**src/rtl/uart_rx.sv**
```systemverilog
// UART receive stage: 16x oversampled deframer for 8-bit characters with optional
// parity, feeding a show-ahead FIFO and sticky error flags for the CPU interface.
module uart_rx #(
    parameter int unsigned DIV_9600   = 326,
    parameter int unsigned DIV_19200  = 163,
    parameter int unsigned DIV_57600  = 54,
    parameter int unsigned DIV_115200 = 27,
    parameter int unsigned FIFO_DEPTH = 4
) (
    input  logic       CLK50MHZ,
    input  logic       RST,
    input  logic       RXD,
    input  logic [7:0] DATA_CR,
    input  logic       RD_POP,
    input  logic       CLR_ERR,
    output logic [7:0] DATA_Rx,
    output logic       Rx_RDY,
    output logic       PE_Fg,
    output logic       FE_Fg,
    output logic       OE_Fg
);
    localparam int unsigned AW = $clog2(FIFO_DEPTH);
    localparam int unsigned CW = AW + 1;

    typedef enum logic [2:0] {IDLE, START, DATA, PARITY, STOP} state_t;
    state_t state, state_n;

    logic soft_rst;
    logic unused_cr;
    assign soft_rst  = DATA_CR[7];
    assign unused_cr = ^{DATA_CR[6:5], DATA_CR[2]};

    logic        rx_meta, rxs;
    logic [1:0]  baud_l;
    logic        par_en_l, par_odd_l;
    logic [15:0] tick_cnt, div;
    logic        tick;
    logic [3:0]  s_cnt;
    logic [2:0]  bit_cnt;
    logic [7:0]  shreg;
    logic        par_bit;
    logic        wait_high;
    logic        start_det, bit_smp, par_smp, deliver;
    logic        pe_now, fe_now;

    logic [7:0]    mem [FIFO_DEPTH];
    logic [AW-1:0] wr_ptr, rd_ptr;
    logic [CW-1:0] count;
    logic          full, empty, push, pop, overrun;

    always_ff @(posedge CLK50MHZ or posedge RST) begin
        if (RST) begin
            rx_meta <= 1'b1;
            rxs     <= 1'b1;
        end else if (soft_rst) begin
            rx_meta <= 1'b1;
            rxs     <= 1'b1;
        end else begin
            rx_meta <= RXD;
            rxs     <= rx_meta;
        end
    end

    always_comb begin
        case (baud_l)
            2'b00:   div = 16'(DIV_9600);
            2'b01:   div = 16'(DIV_19200);
            2'b10:   div = 16'(DIV_57600);
            default: div = 16'(DIV_115200);
        endcase
    end

    assign tick = (state != IDLE) && (tick_cnt == div - 16'd1);

    always_ff @(posedge CLK50MHZ or posedge RST) begin
        if (RST)           state <= IDLE;
        else if (soft_rst) state <= IDLE;
        else               state <= state_n;
    end

    always_comb begin
        state_n   = state;
        start_det = 1'b0;
        bit_smp   = 1'b0;
        par_smp   = 1'b0;
        deliver   = 1'b0;
        case (state)
            IDLE: if (!rxs && !wait_high) begin
                start_det = 1'b1;
                state_n   = START;
            end
            START: if (tick && s_cnt == 4'd7) state_n = rxs ? IDLE : DATA;
            DATA: if (tick && s_cnt == 4'd15) begin
                bit_smp = 1'b1;
                if (bit_cnt == 3'd7) state_n = par_en_l ? PARITY : STOP;
            end
            PARITY: if (tick && s_cnt == 4'd15) begin
                par_smp = 1'b1;
                state_n = STOP;
            end
            STOP: if (tick && s_cnt == 4'd15) begin
                deliver = 1'b1;
                state_n = IDLE;
            end
            default: state_n = IDLE;
        endcase
    end

    // After a low stop bit, start detection stays disarmed until the line returns high.
    always_ff @(posedge CLK50MHZ or posedge RST) begin
        if (RST) begin
            tick_cnt <= '0; baud_l <= '0; par_en_l <= 1'b0; par_odd_l <= 1'b0;
            s_cnt <= '0; bit_cnt <= '0; shreg <= '0; par_bit <= 1'b0; wait_high <= 1'b0;
        end else if (soft_rst) begin
            tick_cnt <= '0; baud_l <= '0; par_en_l <= 1'b0; par_odd_l <= 1'b0;
            s_cnt <= '0; bit_cnt <= '0; shreg <= '0; par_bit <= 1'b0; wait_high <= 1'b0;
        end else begin
            if (state == IDLE || tick) tick_cnt <= '0;
            else                       tick_cnt <= tick_cnt + 16'd1;
            if (start_det) begin
                baud_l    <= DATA_CR[1:0];
                par_en_l  <= DATA_CR[4];
                par_odd_l <= DATA_CR[3];
                s_cnt     <= '0;
                bit_cnt   <= '0;
            end else if (tick) begin
                s_cnt <= (state == START && s_cnt == 4'd7) ? 4'd0 : s_cnt + 4'd1;
            end
            if (bit_smp) begin
                shreg   <= {rxs, shreg[7:1]};
                bit_cnt <= bit_cnt + 3'd1;
            end
            if (par_smp) par_bit <= rxs;
            if (deliver && !rxs) wait_high <= 1'b1;
            else if (rxs)        wait_high <= 1'b0;
        end
    end

    assign pe_now  = par_en_l && ((^shreg ^ par_bit) != par_odd_l);
    assign fe_now  = !rxs;
    assign full    = (count == CW'(FIFO_DEPTH));
    assign empty   = (count == '0);
    assign pop     = RD_POP && !empty;
    assign push    = deliver && (!full || RD_POP);
    assign overrun = deliver && full && !RD_POP;

    always_ff @(posedge CLK50MHZ or posedge RST) begin
        if (RST) begin
            wr_ptr <= '0; rd_ptr <= '0; count <= '0;
        end else if (soft_rst) begin
            wr_ptr <= '0; rd_ptr <= '0; count <= '0;
        end else begin
            if (push) wr_ptr <= wr_ptr + AW'(1);
            if (pop)  rd_ptr <= rd_ptr + AW'(1);
            case ({push, pop})
                2'b10:   count <= count + CW'(1);
                2'b01:   count <= count - CW'(1);
                default: count <= count;
            endcase
        end
    end

    always_ff @(posedge CLK50MHZ) begin
        if (push) mem[wr_ptr] <= shreg;
    end

    assign DATA_Rx = empty ? '0 : mem[rd_ptr];
    assign Rx_RDY  = !empty;

    // A set in the same cycle as CLR_ERR takes priority.
    always_ff @(posedge CLK50MHZ or posedge RST) begin
        if (RST) begin
            PE_Fg <= 1'b0; FE_Fg <= 1'b0; OE_Fg <= 1'b0;
        end else if (soft_rst) begin
            PE_Fg <= 1'b0; FE_Fg <= 1'b0; OE_Fg <= 1'b0;
        end else begin
            if (push && pe_now)   PE_Fg <= 1'b1;
            else if (CLR_ERR)     PE_Fg <= 1'b0;
            if (push && fe_now)   FE_Fg <= 1'b1;
            else if (CLR_ERR)     FE_Fg <= 1'b0;
            if (overrun)          OE_Fg <= 1'b1;
            else if (CLR_ERR)     OE_Fg <= 1'b0;
        end
    end
endmodule

```
**config.mk**
```make
export PLATFORM = sky130hd
export DESIGN_NAME = uart_rx
export DESIGN_NICKNAME = d
export VERILOG_FILES = /design/src/rtl/uart_rx.sv
export SDC_FILE = /design/constraint.sdc
export NUM_CORES = 1
export LEC_CHECK = 0
export ABC_AREA = 1
export BUFFER_PORTS_ARGS = -buffer_cell sky130_fd_sc_hd__buf_2
export CELL_PAD_IN_SITES_DETAIL_PLACEMENT = 1
export CELL_PAD_IN_SITES_GLOBAL_PLACEMENT = 2
export CORE_MARGIN = 1.5
export CORE_UTILIZATION = 40
export DETAILED_ROUTE_END_ITERATION = 7
export PLACE_DENSITY_LB_ADDON = 0.1
export SYNTH_ARGS = -nofsm -noshare
export SYNTH_HDL_FRONTEND = slang
export SYNTH_SLANG_ARGS = --single-unit
```
**constraint.sdc**
```tcl
create_clock -name CLK50MHZ -period 6.8 [get_ports CLK50MHZ]
set_clock_uncertainty 0.2 [all_clocks]
set_input_delay 1.02 -clock CLK50MHZ [delete_from_list [all_inputs] [get_ports CLK50MHZ]]
set_output_delay 1.02 -clock CLK50MHZ [all_outputs]
set_load 0.05 [all_outputs]
```
==> results.md <==
* Req. time, crit path at 5.58 ns
* Register area at 2260 um^2
* Post CTS Setup Buffer Count at 0
* Final Hold Violating Endpoints at 0
* CP Capture Type: primary output
* Count of nets after finishing at 588
* Internal Power at 0.874 mW
* Crit path kind: reg2out
* Relative slew slack at a little over two fifths
* Final min period at 3.44 ns
* Seq pwr share at a little over two fifths
* Wirelength, routed at 11.1 mm
* Syn avg cell area at 8.45 um^2
* H-tree Lvls at 3
* Startpoint type of the worst setup path: flop
* Area occupied by multi-input gates at roughly 2000 um^2
* Status: completed
* Psw at 0.477 mW
* Worst-path clk slew at 0.07 ns
* Critical path's slowest cell: dfrtp_1
* Worst R2R End: mem[2][3]
* Pre-CTS setup slack at 3.41 ns
* Largest area contributor in the netlist: dfrtp_1
* Buf/Inv on CP at 2
* PwrDens at around 270 nW/um^2
* Leak at 2.36 nW
* Area growth, synth to finish at 12.1%
* Synth cell types at 41
* Global-route usage over all layers at 20.4%
* Starting Density at 41.5%
* Residual DRC count at 0
* Vias post-DR at around 3600
* Resized cells post-CTS at 0
* Die Area at 12000 um^2
* Max-cap violations at 0
* Post-synth top area share at 27.6%
* HPWL Detailed at ~8 mm
* CTS Buffer Depth at 2
* Via density at 5.15
* FMAX at a little under 0.3 GHz
* Clk sinks at 84
* Post-synthesis sequential area ratio at 49.9%
* Layout cell share with drive strength beyond 1 at 15.2%
* Yosys reg bits at 84
* Final worst-path cycle share at between 50% and 60%
* Comb pwr share at 21.9%
* Worst Setup EP: DATA_Rx[7]
* Antenna viol nets, final at 0
* Crit path largest cell delay at 0.74 ns
* Core Rows at 38
* DRT Pass-1 Iters at 4
* RSZ-0062 raised after global routing: false
* Worst R2R Setup Slack at 3.45 ns
* Mapped Cells at 537
* Clk pwr share at 36.1%
* Die width at 110 um
* Ys Warns at 0
* Slew Limit Fails at 0
* Total negative setup slack at 0 ns
* Slew @ Worst Pin at 0.855 ns
* CP arrival at 2.22 ns
* CTS Hold Bufs at 0
* Critical path cell sequence: inv_1, o21ai_0, a21oi_1, buf_2
* Max IR drop VDD at 0.116 mV
* Initial drt markers at 145
* Synthesized cell area at 4540 um^2
* Final setup violation count at 0
* GR Overflow Total at 0
* Switch share at 35.3%
* Post-Route Utilization at 46.5%
* Total core area at ~11000 um^2
* I/O Buffers at 21
* Synthesized Nets at 563
* Largest net degree at the start of global routing at 53
* Ports at 25
* Antenna diodes at 0
* HP Class: reg2reg
* Clk Latency, worst-skew pair at 0.34 ns
* GPL Wtd Cong at 0.883
* Cell count after placement at between 600 and 700
* Crit path max fanout at 19
* Critical path launch point: rd_ptr[0]
* CTS tree: done
* Final non-filler cell total at roughly 700
* Reg-to-Reg Start: baud_l[0]
* Initial antenna violation count at 0
* Synth area leaders: dfrtp_1, edfxtp_1, nand2_1, nor2_1, inv_1
* Levels on crit path at 4
* HP Start: OE_Fg
* Drt wl/cell at between 15 and 20 um
* First-pass GRT wire length at 18.8 mm
* Worst r2r path cells at 10
* Final Worst Setup Slack at 3.36 ns
* CTS Buf Count at 9
* CTS root buf: clkbuf_16
* Number of fill cells at roughly 1300
* Die Y at 110 um
* Vias in the first global route at approximately 3800
* Crit path max-delay family: flip-flops
through the flow:
| stage | power, mW | hold WS [ns] | cell area (um^2) |
|---|---|---|---|
| floorplan | 0.796 | 0.253 | 4540 |
| global placement | 0.866 | 0.269 | 4790 |
| detailed placement | 0.881 | 0.274 | 4790 |
| CTS | 1.37 | 0.298 | 5080 |
| global route | 1.42 | 0.320 | 5080 |
| finish | 1.35 | 0.292 | 5080 |
layout by cell type, fill, tap and decap left out, types with 2 or more instances in the layout:
cell type and count:
clkinv_4 2, nor2_2 4, nor3_1 4, xor2_1 6
inv_2 11, nor4_1 2, nor2_4 7, o31ai_1 2
buf_2 21, clkbuf_16 9, or2_2 2, nand3_2 4
nand2_2 6, inv_6 2, o21ai_0 27, nand4_1 11
inv_1 52, xnor2_1 10, nand4_2 3, ha_1 12
a21oi_1 20, nand3_1 28, edfxtp_1 32, o21ai_1 3
buf_4 2, dfrtp_1 50, nor3_2 5, clkinv_1 3
inv_8 2, dfstp_2 2, nor2_1 84, nand2_1 127
cell families (layout without fill, tap and decap cells):
kind of cell,Yosys count,count (layout),share of synthesized area [%]
XOR/XNOR,16,16,3.09
adder cells (fa/ha/maj),13,13,3.75
buffers and inverters,75,105,6.48
AND/OR/NAND/NOR,290,290,29.8
flip-flops,84,84,49.9
AO/OA/AOI/OAI,59,59,7.01
power groups by stage:
stage | combinational, mW | clock (mW) | sequential (mW)
global placement | 0.289 | 0 | 0.577
CTS | 0.304 | 0.502 | 0.567
floorplan | 0.235 | 0 | 0.561
finish | 0.297 | 0.488 | 0.567
global route | 0.332 | 0.523 | 0.570
detailed placement | 0.303 | 0 | 0.578
worst min-delay path, cell delays in order (launching register included):
cell	delay (ns)
dfrtp_1	0.34
nand2_1	0.06
o31ai_1	0.06
synth_stat cells, drive strengths merged:
cell      n
nand2   133
nor2     95
inv      63
dfrtp    50
edfxtp   32
nand3    32
o21ai    31
a21oi    20
nand4    14
ha       12
nor3     10
xnor2    10
clkbuf    6
xor2      6
buf       3
clkinv    3
nor4      3
dfstp     2
o31ai     2
or2       2
a211oi    1
a31oi     1
a41oi     1
and3      1
fa        1
o211ai    1
o21a      1
o22ai     1
state kept, by name, summed over array words and instances (netlist names), 2 cells and up:
register	cells
count	3
bit_cnt	3
wr_ptr	2
rd_ptr	2
s_cnt	4
baud_l	2
tick_cnt	16
shreg	8
mem	32
state	3
layout make-up:
cell class	instances	share of cell area, %
tap	140	3.44
clock inverter	7	1.45
inverter	66	4.87
timing repair buffer	23	2.36
clock buffer	9	4.43
sequential	84	44.5
multi-input combinational	378	38.9
per-layer routing:
layer | vias up | share of wire [%] | track usage [%] | wire length, um
met5 | - | 0 | 0 | 0
met4 | 0 | 1.2 | 5.19 | 129
met3 | 13 | 3.3 | 3.56 | 368
met2 | 42 | 47 | 34.7 | 5240
met1 | 1799 | 48 | 26.9 | 5360
li1 | 1788 | - | - | -
worst min path at each step:
stage / to / slack, ns / cells after the start
global route: bit_cnt[0] / 0.32 / 1
global placement: bit_cnt[2] / 0.27 / 2
CTS: bit_cnt[0] / 0.30 / 1
finish: OE_Fg / 0.29 / 2
floorplan: bit_cnt[1] / 0.25 / 2
detailed placement: FE_Fg / 0.27 / 2
Power figures use the tool's default switching activity.
